<file path="config.mk">
export PLATFORM = sky130hd
export DESIGN_NAME = traffic_gen_mc_engine
export DESIGN_NICKNAME = d
export VERILOG_FILES = /design/src/rtl/traffic_gen_mc_engine.sv
export SDC_FILE = /design/constraint.sdc
export NUM_CORES = 1
export LEC_CHECK = 0
export CAP_MARGIN = 20
export CORE_AREA = 2 2 202 204
export CTS_CLUSTER_DIAMETER = 80
export DETAILED_ROUTE_END_ITERATION = 12
export DIE_AREA = 0 0 204 206
export GPL_ROUTABILITY_DRIVEN = 0
export PLACE_DENSITY_LB_ADDON = 0.15
export SETUP_SLACK_MARGIN = 0.1
export SYNTH_ARGS = -nofsm -noshare
export SYNTH_HDL_FRONTEND = slang
export SYNTH_SLANG_ARGS = --single-unit
</file>
<file path="constraint.sdc">
create_clock -name clk_i -period 8.09 [get_ports clk_i]
set_input_delay 2.427 -clock clk_i [delete_from_list [all_inputs] [get_ports clk_i]]
set_output_delay 2.427 -clock clk_i [all_outputs]
set_load 0.02 [all_outputs]
</file>
<file path="src/rtl/traffic_gen_mc_engine.sv">
// rtl/traffic_gen_mc_engine.sv - multi-channel pattern write/read traffic generator engine
module traffic_gen_mc_engine #(
  parameter int          N_CH       = 2,
  parameter int          DATA_WIDTH = 32,
  parameter int          CNT_WIDTH  = 16,
  parameter logic [31:0] POLY       = 32'h04C11DB7
) (
  input  logic                         clk_i,
  input  logic                         rst_ni,
  input  logic                         clear_i,
  input  logic                         start_i,
  input  logic [1:0]                   mode_i,
  input  logic [CNT_WIDTH-1:0]         len_i,
  input  logic [DATA_WIDTH-1:0]        seed_i,
  input  logic [N_CH-1:0]              ch_en_i,
  output logic [N_CH-1:0]              w_valid_o,
  output logic [N_CH*DATA_WIDTH-1:0]   w_data_o,
  input  logic [N_CH-1:0]              w_ready_i,
  input  logic [N_CH-1:0]              r_valid_i,
  input  logic [N_CH*DATA_WIDTH-1:0]   r_data_i,
  output logic [N_CH-1:0]              r_ready_o,
  output logic                         busy_o,
  output logic                         done_o,
  output logic [CNT_WIDTH-1:0]         err_cnt_o,
  output logic [DATA_WIDTH-1:0]        cks_o
);

  // Four spare bits let up to N_CH mismatches per cycle add before saturating.
  localparam int                    ERR_W   = CNT_WIDTH + 4;
  localparam logic [ERR_W-1:0]      ERR_MAX = ERR_W'({CNT_WIDTH{1'b1}});
  localparam logic [DATA_WIDTH-1:0] POLY_W  = DATA_WIDTH'(POLY);

  typedef enum logic [1:0] {S_IDLE, S_RUN, S_DONE} state_e;

  state_e                state_q, state_d;
  logic [1:0]            mode_q, mode_d;
  logic [CNT_WIDTH-1:0]  len_q, len_d;
  logic [N_CH-1:0]       ch_en_q, ch_en_d;
  logic [CNT_WIDTH-1:0]  wcnt_q [N_CH];
  logic [CNT_WIDTH-1:0]  wcnt_d [N_CH];
  logic [CNT_WIDTH-1:0]  rcnt_q [N_CH];
  logic [CNT_WIDTH-1:0]  rcnt_d [N_CH];
  logic [DATA_WIDTH-1:0] wgen_q [N_CH];
  logic [DATA_WIDTH-1:0] wgen_d [N_CH];
  logic [DATA_WIDTH-1:0] rgen_q [N_CH];
  logic [DATA_WIDTH-1:0] rgen_d [N_CH];
  logic [CNT_WIDTH-1:0]  err_q, err_d;
  logic [DATA_WIDTH-1:0] cks_q, cks_d;
  logic [ERR_W-1:0]      err_sum;
  logic [N_CH-1:0]       w_valid, r_ready;
  logic                  done_cond;

  function automatic logic [DATA_WIDTH-1:0] gen_next(input logic [1:0] mode,
                                                     input logic [DATA_WIDTH-1:0] v);
    logic [DATA_WIDTH-1:0] r;
    case (mode)
      2'd0:    r = v + DATA_WIDTH'(1);
      2'd1:    r = {v[DATA_WIDTH-2:0], 1'b0} ^ (v[DATA_WIDTH-1] ? POLY_W : '0);
      default: r = v;
    endcase
    return r;
  endfunction

  // FSM state register
  always_ff @(posedge clk_i or negedge rst_ni) begin
    if (!rst_ni) state_q <= S_IDLE;
    else         state_q <= state_d;
  end

  // FSM next state; clear wins over everything, including start
  always_comb begin
    state_d = state_q;
    if (clear_i) begin
      state_d = S_IDLE;
    end else begin
      case (state_q)
        S_IDLE:  if (start_i) state_d = S_RUN;
        S_RUN:   if (done_cond) state_d = S_DONE;
        default: state_d = S_IDLE;
      endcase
    end
  end

  // FSM outputs; valid/ready come only from registered state so no input reaches an output
  always_comb begin
    busy_o    = (state_q == S_RUN);
    done_o    = (state_q == S_DONE);
    err_cnt_o = err_q;
    cks_o     = cks_q;
    w_valid   = '0;
    r_ready   = '0;
    w_data_o  = '0;
    for (int c = 0; c < N_CH; c++) begin
      w_valid[c] = (state_q == S_RUN) && ch_en_q[c] && (wcnt_q[c] < len_q);
      r_ready[c] = (state_q == S_RUN) && ch_en_q[c] && (rcnt_q[c] < len_q);
      w_data_o[c*DATA_WIDTH +: DATA_WIDTH] = wgen_q[c];
    end
    w_valid_o = w_valid;
    r_ready_o = r_ready;
  end

  // Datapath next state: config latch on start, per-channel handshakes, checker and done test
  always_comb begin
    mode_d  = mode_q;
    len_d   = len_q;
    ch_en_d = ch_en_q;
    wcnt_d  = wcnt_q;
    rcnt_d  = rcnt_q;
    wgen_d  = wgen_q;
    rgen_d  = rgen_q;
    cks_d   = cks_q;
    err_d   = err_q;
    err_sum = ERR_W'(err_q);
    if (clear_i) begin
      for (int c = 0; c < N_CH; c++) begin
        wcnt_d[c] = '0;
        rcnt_d[c] = '0;
        wgen_d[c] = '0;
        rgen_d[c] = '0;
      end
      cks_d = '0;
      err_d = '0;
    end else if (state_q == S_IDLE && start_i) begin
      mode_d  = mode_i;
      len_d   = len_i;
      ch_en_d = ch_en_i;
      for (int c = 0; c < N_CH; c++) begin
        wcnt_d[c] = '0;
        rcnt_d[c] = '0;
        wgen_d[c] = seed_i + DATA_WIDTH'(c);
        rgen_d[c] = seed_i + DATA_WIDTH'(c);
      end
      cks_d = '0;
      err_d = '0;
    end else if (state_q == S_RUN) begin
      for (int c = 0; c < N_CH; c++) begin
        if (w_valid[c] && w_ready_i[c]) begin
          wcnt_d[c] = wcnt_q[c] + CNT_WIDTH'(1);
          wgen_d[c] = gen_next(mode_q, wgen_q[c]);
        end
        if (r_ready[c] && r_valid_i[c]) begin
          rcnt_d[c] = rcnt_q[c] + CNT_WIDTH'(1);
          cks_d     = cks_d ^ r_data_i[c*DATA_WIDTH +: DATA_WIDTH];
          if (r_data_i[c*DATA_WIDTH +: DATA_WIDTH] != rgen_q[c]) err_sum = err_sum + ERR_W'(1);
          rgen_d[c] = gen_next(mode_q, rgen_q[c]);
        end
      end
      err_d = (err_sum > ERR_MAX) ? {CNT_WIDTH{1'b1}} : err_sum[CNT_WIDTH-1:0];
    end
    // Uses this cycle's post-handshake counts so DONE follows the last handshake directly
    done_cond = 1'b1;
    for (int c = 0; c < N_CH; c++) begin
      if (ch_en_q[c] && (wcnt_d[c] != len_q || rcnt_d[c] != len_q)) done_cond = 1'b0;
    end
  end

  // Datapath registers
  always_ff @(posedge clk_i or negedge rst_ni) begin
    if (!rst_ni) begin
      mode_q  <= '0;
      len_q   <= '0;
      ch_en_q <= '0;
      for (int c = 0; c < N_CH; c++) begin
        wcnt_q[c] <= '0;
        rcnt_q[c] <= '0;
        wgen_q[c] <= '0;
        rgen_q[c] <= '0;
      end
      cks_q <= '0;
      err_q <= '0;
    end else begin
      mode_q  <= mode_d;
      len_q   <= len_d;
      ch_en_q <= ch_en_d;
      wcnt_q  <= wcnt_d;
      rcnt_q  <= rcnt_d;
      wgen_q  <= wgen_d;
      rgen_q  <= rgen_d;
      cks_q   <= cks_d;
      err_q   <= err_d;
    end
  end

endmodule

</file>
**After elaboration in Yosys (flattened, before gate mapping)**

Cells that the tools add are included.
Widths: inputs -> output; s select.

- Input port bits: 124
- Logic and storage cells: 133
- Register bits: 262
- Output and inout port bits: 118

- Bitwise gates (word level): 7
- Muxes and demuxes: 56
- Reductions and logical operators: 29
- $add $sub $neg: 11
- Eq/ne operators: 11
- $lt $le $gt $ge: 5

Operator list:

| operator | number |
|---|---|
| $mux 32 | 18 |
| $mux 64 | 6 |
| $pmux 32 s2 | 4 |
| $add 32x1->32 const B | 5 |
| $mux 20 | 8 |
| $mux 16 | 8 |
| $xor 32x27->32 | 4 |
| $mux 27 | 4 |
| $add 16x1->16 const B | 4 |
| $lt 16x16->1 | 4 |
| $ne 16x16->1 | 4 |
| $ne 32x32->1 | 2 |
| $xor 32x32->32 | 2 |
| $mux 17 | 2 |
| $add 20x1->20 const B | 1 |
| $gt 20x16->1 const B | 1 |
| $add 16x1->17 const B | 1 |
| $reduce_bool 3->1 | 5 |
| $logic_and 1x1->1 | 13 |
| $reduce_and 3->1 | 4 |
| $mux 2 | 3 |
| $eq 2x1->1 const B | 2 |
| $logic_not 2->1 | 2 |
| $pmux 2 s2 | 1 |
| other kinds (8) | 11 |

**Longest topological paths before layout**

- Word-level depth: 19
- Depth in mapped cells: 18

**Worst setup path after synthesis**

Ideal clock, no wire load.

- Kind: in2reg
- Start: input port start_i
- End: register state_q[0]
- Required time: 7,951 ps
- Slack: 2,914 ps
- Arrival time: 5,037 ps
- Stages: 13
- Buffers on the path: 5
- Path through: nor3b_1 > nor2_1 > clkbuf_1 > buf_2 > clkbuf_1 > clkbuf_1 > clkbuf_1 > and2_1 > nand4_1 > a2111oi_0 > nand4_1 > a21oi_2 > o22ai_1

RTL lines:

| element | line | text |
|---|---|---|
| start, declared | 11 | `input logic start_i,` |
| end signal, assigned | 67 | `else state_q <= state_d;` |
| end, declared | 35 | `state_e state_q, state_d;` |

**Worst setup path in the final report**

- Start: register len_q[8]
- End: output port w_valid_o[0]

- Longest elaborated chain between the ends: 2

Ends and longest elaborated chain:

| element | line | text |
|---|---|---|
| start, declared | 37 | `logic [CNT_WIDTH-1:0] len_q, len_d;` |
| start signal, assigned | 173 | `len_q <= len_d;` |
| $lt 16x16->1 | 94 | `w_valid[c] = (state_q == S_RUN) && ch_en_q[c] && (wcnt_q[c] < len_q);` |
| $logic_and 1x1->1 | 94 |  |
| end, declared | 16 | `output logic [N_CH-1:0] w_valid_o,` |

No other way between the ends.

==> impl_metrics.tcl <==
set metrics [dict create \
    ys_seq_area_share_pct 30.21 \
    die_area_mm2 0.04202 \
    maximum_number_of_pins_on_one_net_before_global_route_repair 206 \
    worstMarginPinSlew_ps 1012 \
    synth_top_area_cell "sky130_fd_sc_hd__dfrtp_1" \
    synth_seq_cells 262 \
    numClockSinks 262 \
    fmax_mhz 147.0 \
    finalHoldViolations 0 \
    total_nets_after_synthesis 3052 \
    final.setup_skew_ps 31.99 \
    min_delay_path_depth 1 \
    period_minus_slack_ps 6803 \
    overflow 0 \
    filler_cell_count 3514 \
    clk_latency_ps 570 \
    iteration_0_drc_markers 2647 \
    power.density_mw_per_mm2 219.9 \
    synthMostInstantiatedCell "sky130_fd_sc_hd__nand2_1" \
    r2r_cells 16 \
    antenna_found_initial 4 \
    vdd_ir_drop_max_uv 149.4 \
    cts_htree_levels 2 \
    pin_count 242 \
    report.final.setup_viol 0 \
    grt_pass1_wl_um 125300 \
    place_ws_ps 1257 \
    hp-start "cks_o[31]" \
    synth-warning-count 0 \
    die_w_um 204 \
    grt_setup_unrepaired "no" \
    synth_flop_cell "sky130_fd_sc_hd__dfrtp_1" \
    worstHoldPathType "register to register" \
    cts_post_setup_buffers_inserted 0 \
    report.final.slew_viol_count 0 \
    nets 3152 \
    root_cell_of_the_clock_tree "sky130_fd_sc_hd__clkbuf_16" \
    groute.usage.overall_pct 38.41 \
    drt_pass1_iterations 6 \
    layout_worst_path_cycle_share_pct 84.09 \
    synth.lib_cells_used.distinct 98 \
    ff_latch_area_mm2 0.006556 \
    synthToLayoutAreaGrowth_pct 17.91 \
    cts_tree "yes" \
    wl_um 82260 \
    worst_setup_path_start_kind "register" \
    r2r-start "len_q[8]" \
    post_synth_top_area_share_pct 30.21 \
    max_cap_violations 0 \
    worst_slew_margin_rel_pct 31.83 \
    number_of_global_route_vias_before_repair 21730 \
    setup.reg_to_reg.worst_slack_ps 2490 \
    std_cell_rows 74 \
    worst_setup_hold_path_clk_slew_ps 60 \
    critical_path_arrival_ps 4380 \
    worst_path_required_time_ps 5660 \
    timing.critical_path.to_type "output pin" \
    post-dp-hpwl_um 59030 \
    wl_per_cell_um 23.39 \
    critical_path.reg2reg.endpoint "err_cnt_o[14]" \
    synth.cells.most_frequent "sky130_fd_sc_hd__nand2_1, sky130_fd_sc_hd__o21ai_0, sky130_fd_sc_hd__dfrtp_1, sky130_fd_sc_hd__a21oi_1, sky130_fd_sc_hd__nor2_1" \
    numCtsBuffers 35 \
    synth-edff-count 0 \
    cts.path.max_buffers 3 \
    antenna_left 0 \
    floorplan_core_area_mm2 0.04018 \
    synth.area.top_cells "sky130_fd_sc_hd__dfrtp_1, sky130_fd_sc_hd__nand2_1, sky130_fd_sc_hd__o21ai_0" \
    cell_area_synth_mm2 0.02170 \
    drive_above_1_share_pct 4.827 \
    num_vias 23540 \
    initial_utilization_pct 54.00 \
    setup_total_negative_slack_ps 0 \
    power.leakage_nw 9.958 \
    holdBufCountCts 0 \
    post_cts_resize_count 0 \
    outcome "completed" \
    timing_worst_setup_path_type "register to output pin" \
    asyncSetResetFlopFracSynth_pct 100.0 \
    syn_area_per_cell_um2 7.596 \
    synthCells 2857 \
    multi_input_area_mm2 0.01424 \
    floorplan.die.height_um 206 \
    whs_endpoint "cks_o[31]" \
    viasPerCell 6.693 \
    port-buffer-count 241 \
    critPathMaxFanout 15 \
    setup_ws_ps 1287 \
    route.detailed.drc 0 \
]
## worst max-delay path, cell delays in order, from the launching register on
cell and delay, ps:
sky130_fd_sc_hd__dfrtp_1 620, sky130_fd_sc_hd__clkinv_1 680, sky130_fd_sc_hd__ha_1 560, sky130_fd_sc_hd__nand4_1 170, sky130_fd_sc_hd__nor3_1 290, sky130_fd_sc_hd__and3_1 660
sky130_fd_sc_hd__nor3_1 220, sky130_fd_sc_hd__clkdlybuf4s50_1 590
## registers in the layout (all words and copies together) (netlist names)
register / count
state_q: 2
w_data_o: 64
len_q: 16
rcnt_q: 32
ch_en_q: 2
rgen_q: 64
wcnt_q: 32
cks_o: 32
mode_q: 2
err_cnt_o: 16
## cell type report
class,count,share of cell area (%)
Sequential cell,262,25.62
Tap cell,532,2.601
Antenna cell,2,0.01956
Inverter,54,0.7921
Clock buffer,54,4.215
Multi-Input combinational cell,2333,55.66
Timing Repair Buffer,271,10.43
Clock inverter,9,0.6552
## metrics by stage
| stage | instance area, um^2 | utilization (%) | hold WS (ps) | total power [mW] | instances |
|---|---|---|---|---|---|
| 3_3_place_gp | 24310 | 60.50 | 472.6 | 3.814 | 3451 |
| 5_1_grt | 25590 | 63.67 | 519.9 | 5.880 | 3516 |
| 3_5_place_dp | 24310 | 60.50 | 480.1 | 3.866 | 3451 |
| 4_1_cts | 25560 | 63.60 | 491.3 | 5.567 | 3514 |
| 6_report | 25590 | 63.68 | 486.2 | 5.626 | 3517 |
| 2_1_floorplan | 21700 | - | 495.2 | 3.093 | 2857 |
## placed cells by master (no fill, tap or decap), types with 8 or more instances in the layout
cell,n
sky130_fd_sc_hd__clkdlybuf4s50_1,239
sky130_fd_sc_hd__nand3_1,104
sky130_fd_sc_hd__xnor2_1,95
sky130_fd_sc_hd__a31oi_1,34
sky130_fd_sc_hd__inv_1,50
sky130_fd_sc_hd__clkbuf_8,11
sky130_fd_sc_hd__o31ai_1,43
sky130_fd_sc_hd__a211oi_1,24
sky130_fd_sc_hd__or4_1,10
sky130_fd_sc_hd__ha_1,71
sky130_fd_sc_hd__or3_1,25
sky130_fd_sc_hd__nor3_1,71
sky130_fd_sc_hd__mux2_2,8
sky130_fd_sc_hd__clkbuf_16,36
sky130_fd_sc_hd__nand4_1,77
sky130_fd_sc_hd__nand2b_1,17
sky130_fd_sc_hd__a22o_1,10
sky130_fd_sc_hd__nor4_1,73
sky130_fd_sc_hd__o21a_1,11
sky130_fd_sc_hd__o211ai_1,35
sky130_fd_sc_hd__a21oi_1,238
sky130_fd_sc_hd__nand2_1,409
sky130_fd_sc_hd__nor2_1,228
sky130_fd_sc_hd__buf_4,28
sky130_fd_sc_hd__and2_1,17
sky130_fd_sc_hd__xor2_1,150
sky130_fd_sc_hd__o21ai_0,286
sky130_fd_sc_hd__and3_1,34
sky130_fd_sc_hd__dfrtp_1,262
sky130_fd_sc_hd__o22a_1,19
sky130_fd_sc_hd__mux2i_1,30
sky130_fd_sc_hd__a21o_1,12
sky130_fd_sc_hd__and4_1,20
## cell families (layout without fill, tap and decap cells)
family,after synthesis,after routing,share of synthesized area (%)
compound gates,833,833,23.58
buf+inv,262,388,4.572
xor+xnor,248,248,10.17
flops,262,262,30.21
simple gates,1143,1143,25.57
mux,38,38,1.799
fa+ha+maj,71,71,4.094
other cells,0,2,0
## worst max-delay path by stage
stage                      start             to
detailed placement  r_data_i[20]  err_cnt_o[14]
global placement    r_data_i[20]  err_cnt_o[14]
floorplan                start_i     state_q[0]
CTS                     len_q[8]   w_valid_o[0]
global route            len_q[8]   w_valid_o[0]
finish                  len_q[8]   w_valid_o[0]
## per-layer routing
layer  vias up  GRT usage, %  share of wire, %
met2      1457         59.00                44
met4         4         24.43               7.1
met1     11170         50.07                38
met5         -             0             0.027
met3       300         7.064                11
li1      10610             -                 -
## power by group
part	internal [mW]	total (mW)	switching (mW)
Sequential	1.49	1.93	0.447
Clock	1.05	1.70	0.651
Combinational	0.774	1.99	1.22
No activity file was read; power rests on OpenSTA's default activity.
